**src/rtl/join4.sv**
```systemverilog
`default_nettype none
// ============================================================================
// Module   : join4
// Purpose  : Four-way clocked join. Gathers one packet per input lane and
//            emits them concatenated {L3,L2,L1,L0} through a single output register.
// Revision : 1.0 - initial release
// ============================================================================
module join4 #(
    parameter int WIDTH = 4,
    parameter int CNT_W = 16
) (
    input  logic               clk,
    input  logic               rst,
    input  logic [WIDTH-1:0]   L0_data,
    input  logic [WIDTH-1:0]   L1_data,
    input  logic [WIDTH-1:0]   L2_data,
    input  logic [WIDTH-1:0]   L3_data,
    input  logic               L0_valid,
    input  logic               L1_valid,
    input  logic               L2_valid,
    input  logic               L3_valid,
    output logic               L0_ready,
    output logic               L1_ready,
    output logic               L2_ready,
    output logic               L3_ready,
    output logic [4*WIDTH-1:0] R_data,
    output logic               R_valid,
    input  logic               R_ready,
    output logic [CNT_W-1:0]   join_count
);

    typedef enum logic [0:0] {
        EMPTY = 1'b0,
        FULL  = 1'b1
    } lane_state_t;

    lane_state_t        r_state     [4];
    lane_state_t        w_state_nxt [4];
    logic [WIDTH-1:0]   r_slot      [4];
    logic [WIDTH-1:0]   w_in_data   [4];
    logic [3:0]         w_in_valid;
    logic [3:0]         w_full;
    logic [3:0]         w_capture;
    logic               w_all_full;
    logic               w_out_free;
    logic               w_fire;

    logic [4*WIDTH-1:0] r_rdata;
    logic               r_rvalid;
    logic [CNT_W-1:0]   r_count;

    assign w_in_data[0] = L0_data;
    assign w_in_data[1] = L1_data;
    assign w_in_data[2] = L2_data;
    assign w_in_data[3] = L3_data;
    assign w_in_valid   = {L3_valid, L2_valid, L1_valid, L0_valid};

    always_comb begin
        for (int k = 0; k < 4; k++) begin
            w_full[k]    = (r_state[k] == FULL);
            w_capture[k] = w_in_valid[k] && (r_state[k] == EMPTY);
        end
    end

    assign w_all_full = &w_full;
    assign w_out_free = !r_rvalid || R_ready;
    assign w_fire     = w_all_full && w_out_free;

    // A firing edge only happens with every lane full, so capture and
    // reopen never coincide on the same lane.
    always_comb begin
        for (int k = 0; k < 4; k++) begin
            w_state_nxt[k] = r_state[k];
            if (w_fire)
                w_state_nxt[k] = EMPTY;
            else if (w_capture[k])
                w_state_nxt[k] = FULL;
        end
    end

    always_ff @(posedge clk or posedge rst) begin
        if (rst) begin
            for (int k = 0; k < 4; k++) begin
                r_state[k] <= EMPTY;
                r_slot[k]  <= '0;
            end
        end else begin
            for (int k = 0; k < 4; k++) begin
                r_state[k] <= w_state_nxt[k];
                if (w_capture[k])
                    r_slot[k] <= w_in_data[k];
            end
        end
    end

    // Fire takes priority over drain so a simultaneous accept leaves no bubble.
    always_ff @(posedge clk or posedge rst) begin
        if (rst) begin
            r_rdata  <= '0;
            r_rvalid <= 1'b0;
            r_count  <= '0;
        end else if (w_fire) begin
            r_rdata  <= {r_slot[3], r_slot[2], r_slot[1], r_slot[0]};
            r_rvalid <= 1'b1;
            r_count  <= r_count + 1'b1;
        end else if (r_rvalid && R_ready) begin
            r_rvalid <= 1'b0;
        end
    end

    assign L0_ready   = !w_full[0];
    assign L1_ready   = !w_full[1];
    assign L2_ready   = !w_full[2];
    assign L3_ready   = !w_full[3];
    assign R_data     = r_rdata;
    assign R_valid    = r_rvalid;
    assign join_count = r_count;

endmodule
`default_nettype wire
```
**config.mk**
```make
export PLATFORM = sky130hd
export DESIGN_NAME = join4
export DESIGN_NICKNAME = d
export VERILOG_FILES = /design/src/rtl/join4.sv
export SDC_FILE = /design/constraint.sdc
export NUM_CORES = 1
export LEC_CHECK = 0
export BUFFER_PORTS_ARGS = -buffer_cell sky130_fd_sc_hd__buf_2
export CAP_MARGIN = 10
export CORE_ASPECT_RATIO = 1.4
export CORE_MARGIN = 2
export CORE_UTILIZATION = 48
export CTS_BUF_LIST = sky130_fd_sc_hd__clkbuf_4
export CTS_CLUSTER_SIZE = 20
export DETAILED_ROUTE_END_ITERATION = 8
export PLACE_DENSITY = 0.78
export SLEW_MARGIN = 20
export SYNTH_ARGS = -nofsm -noshare
export SYNTH_HDL_FRONTEND = slang
export SYNTH_SLANG_ARGS = --single-unit
```
**constraint.sdc**
```tcl
create_clock -name clk -period 1.6 [get_ports clk]
set_input_delay 0.24 -clock clk [delete_from_list [all_inputs] [get_ports clk]]
set_output_delay 0.24 -clock clk [all_outputs]
set_load 0.02 [all_outputs]
```
# Word-level counts from Yosys, hierarchy flattened
# Cells that the tools add are included.
# classes
addsub	1
mux	10
bitwise	4
reduce_logical	18
# ops
cell	count
16-bit by 1-bit adder with 16-bit output (second input constant)	1
1-bit 2-to-1 mux	10
2-bit nonzero test	5
1-bit logical AND	6
1-bit logical NOT	5
1-bit NOT	4
4-bit AND reduction	1
1-bit logical OR	1
# totals
ff_bits	53
input_bits	23
out_inout_bits	37
wordCells	44

# Longest topological paths before layout
# depth
ltp_word	4
ltp_mapped	5

# Worst setup path after synthesis
# No wires, ideal clock.
# synth_path
path_kind	register to register
start	reg r_rvalid (netlist: R_valid)
end	reg r_rdata[0] (netlist: R_data[0])
setup_time_ns	0.125
t_arrival_ns	1.608
required_time_ns	1.475
setup_slack_ns	-0.133
path_stages_with_launch	5
path_buffers	1
synth_period_minus_slack_ns	1.733
cell_sequence	dfrtp_1 and2b_2 nor2_1 buf_2 mux2_2
# synth_between
elab_chain_len	3
# synth_lines
element	line	text
from (decl)	49	logic r_rvalid;
from (signal assigned)	100	r_rvalid <= 1'b0;
from (signal assigned)	104	r_rvalid <= 1'b1;
from (signal assigned)	107	r_rvalid <= 1'b0;
1-bit logical NOT	66	assign w_out_free = !r_rvalid || R_ready;
1-bit logical OR	66	
1-bit logical AND	67	assign w_fire = w_all_full && w_out_free;
to (signal assigned)	103	r_rdata <= {r_slot[3], r_slot[2], r_slot[1], r_slot[0]};
to (decl)	48	logic [4*WIDTH-1:0] r_rdata;
# Every way passes these cells.
# A chain may end at the register's enable or synchronous reset.

# Worst setup path after layout
# layout_path
start	reg r_rvalid (netlist: R_valid)
end	reg r_count[9] (netlist: join_count[9])
# layout_between
elab_chain_len	3
# layout_lines
element	line	text
1-bit logical NOT	66	
1-bit logical OR	66	
1-bit logical AND	67	
to (signal assigned)	105	r_count <= r_count + 1'b1;
to (decl)	50	logic [CNT_W-1:0] r_count;
# Every way passes these cells.

==> impl_metrics.yaml <==
outcome:
  status: "finished, final reports clean"
synth:
  synthArstFlopShare: 1.000
  synth_flop_cell: "dfrtp_1"
  syn_nets: 175
  syn_area_per_cell_sq_um: 13.91
  ys_seq_elements: 53
  yosysTopAreaCellShare: 0.6313
  synth_edf_count: 0
  synth_top_cell_by_area: "dfrtp_1"
  ys_types: 19
  yosys_warnings: 0
  synth_commonest_cells: "53 x dfrtp_1, 33 x mux2_2, 12 x nor2_1, 9 x xnor2_1, 7 x inv_1"
  synth_area_leaders: "dfrtp_1 63%, mux2_2 18%, xnor2_1 3.8%, xor2_1 2.5%, nor2_1 2.1%"
  synth_area_sq_um: 2101
  seq_area_frac_synth: 0.6313
  synth_most_common_cell: "dfrtp_1"
  syn_inst: 151
clock_tree:
  htreeDepth: 2
  clk_path_buf_depth: 2
  clock-sinks: 53
  numCtsBuffers: 5
  root_buffer: "clkbuf_4"
  clkTransAtPathRegs_ns: 0.13
  clkLatencyLatePin_ns: 0.36
  tritoncts: "yes"
timing:
  skew_ns: 0.005080
  grt_setup_unrepaired: "true"
  holdWs_ns: 0.08965
  finalHoldViolCount: 0
  post-route-min-period_ns: 1.558
  final_max_slew_viol_count: 0
  fin_crit_sh: 0.9735
  max_freq_ghz: 0.6420
  worst_slew_pin_slew_ns: 0.3680
  finalSetupViolCount: 0
  relSlewSlack: 0.7542
route:
  routed_via_density: 5.043
  drtIter0Drc: 34
  drc_errors: 0
  vias: 1407
  ant_nets: 0
  wl_mm: 3.856
  wl_per_cell_microns: 13.82
  drtPass1Iterations: 4
place:
  place.gp.congestion: 0.7774
  placed_area_sq_um: 2591
  dp_hpwl_mm: 2.881
  port_buffers: 59
setup_path:
  cp_slowest_stage_delay_ns: 0.39
  endpoint_kind: "register"
  cp_slowest_cell: "dfrtp_1"
  crit_path_frequent_cell: "buf_4"
  crit_chain: "and2b_2 > buf_4 > nor4_1 > buf_4 > nand4_1 > xnor2_1"
  cp_max_fo: 5
  worstSetupPathType: "register to register"
  start_kind: "register"
  critPathRequiredTime_ns: 1.86
  critical_path_arrival_ns: 1.82
finish:
  final_layout_size_suffix_gt1_frac: 0.5470
  multi_input_area_sq_um: 753.2
  ff_latch_area_sq_um: 1330
  diodes: 0
  fin_area_sq_um: 2679
  syn_to_final_growth_pct: 27.52
  fillers: 355
  nNetsFinal: 258
global_routing:
  antenna_found_initial: 0
  grt-busiest-layer: "met2"
  grt_max_degree: 29
  grt_use_total: 0.1726
  grt_pass1_vias: 1427
  grt-ovfl-total: 0
  grt_util_met1: 0.1899
  met2_usage: 0.3087
  grt_pass1_wl_mm: 6.272
  grt_use_met3: 0.04361
power_and_ir_drop:
  intPower_uw: 3177
  p_sw_uw: 1753
  clkPwrFrac: 0.112
  powerDensity_nw_per_um2: 1840
  p_sw_frac: 0.3556
  p_seq_frac: 0.438
  vdd_drop_max_mv: 0.9208
  combPwrFrac: 0.450
  p_leak_uw: 0.001333
run:
  cap_viol_max_count: 0
floorplan:
  die_w_microns: 59.91
  chipHeight_microns: 82.28
  core_sq_um: 4204
  rows: 28
  start_util: 0.4997
  dieArea_sq_um: 4929
  ios: 60
worst_hold_path:
  hold_path_class: "input port to register"
logic make-up (layout without fill, tap and decap cells):
group / count (synthesis) / in the layout / synth area share
xor gates and xnor gates: 15 / 15 / 0.06254
and+or+nand+nor: 39 / 39 / 0.1036
buffers and inverters: 10 / 93 / 0.01965
adders and majority gates: 1 / 1 / 0.005955
muxes: 33 / 33 / 0.1769
DFF: 53 / 53 / 0.6313
flip-flops by register name (all words and copies together), names as in the netlist:
register,count
join_count,16
r_state,4
R_data,16
r_slot,16
R_valid,1
metrics by stage:
stage                     worst slack, ns  utilization  setup TNS [ns]  std cells  total power, uW
after floorplan                  -0.07745            -         -0.4540        151             3555
after global placement            0.03582       0.6164               0        270             4344
after detailed placement         -0.02677       0.6164        -0.02677        270             4415
after CTS                         0.01587       0.6313               0        278             4979
after global routing             -0.03651       0.6372        -0.05865        279             5269
final                             0.04245       0.6372               0        279             4930
per-layer routing:
metal  share of wire  up-vias
met3           0.053        6
li1                -      678
met5               0        -
met2            0.53       43
met1            0.40      680
met4           0.017        0
placed cells by master (no fill, tap or decap), types with 2 or more instances in the layout:
cell      netlist  routed
nor4_1          2       2
inv_1           7       6
dfrtp_2         0       3
clkbuf_4        0       6
dfrtp_1        53      50
nand4_1         6       6
xor2_1          6       6
buf_4           0      17
mux2_2         33      33
buf_2           3      59
nor2b_1         4       4
nand2_1         6       6
nand3_1         3       3
nor2_1         12      10
xnor2_1         9       9
power by group through the flow:
| stage | clock, uW | sequential, uW | combinational, uW |
|---|---|---|---|
| floorplan | 0 | 2570 | 989 |
| global placement | 0 | 2170 | 2170 |
| detailed placement | 0 | 2200 | 2220 |
| CTS | 576 | 2170 | 2230 |
| global route | 628 | 2240 | 2410 |
| finish | 552 | 2160 | 2220 |
critical path, delay by kind of cell (launching register included):
family                    cells  cell delay, ns
DFF                           1            0.39
buffers and inverters         2            0.33
xor gates and xnor gates      1            0.15
and+or+nand+nor               3            0.58
area by class of cell:
type                    count  area share
repair buffers             79      0.1733
multi-input cells          88      0.2812
inverters                   7    0.009808
clock inverters             1    0.001401
flip-flops and latches     53      0.4965
well taps                  45     0.02102
clock buffers               6     0.01681
repair_timing:
| item | 4_1_cts | 5_1_grt |
|---|---|---|
| hold buffers | 1 | 0 |
| endpoints found under the hold margin | 53 | 0 |
| setup buffers | 0 | 1 |
| pin swaps | 0 | 1 |
| resized for setup | 1 | 4 |
| setup endpoints to repair | 3 | 12 |
worst paths after layout:
path / startpoint / endpoint / slack, ns / depth (start not counted)
worst min register to register: join_count[15] / join_count[15] / 0.49 / 1
max in group asynchronous: rst / R_data[5] / 0.86 / 4
worst max register to register: R_valid / join_count[9] / 0.04 / 6
worst max-delay path: R_valid / join_count[9] / 0.04 / 6
worst min-delay path: L3_valid / r_state[0] / 0.09 / 3
min in group asynchronous: rst / join_count[11] / 0.47 / 4
Power figures use the tool's default switching activity.
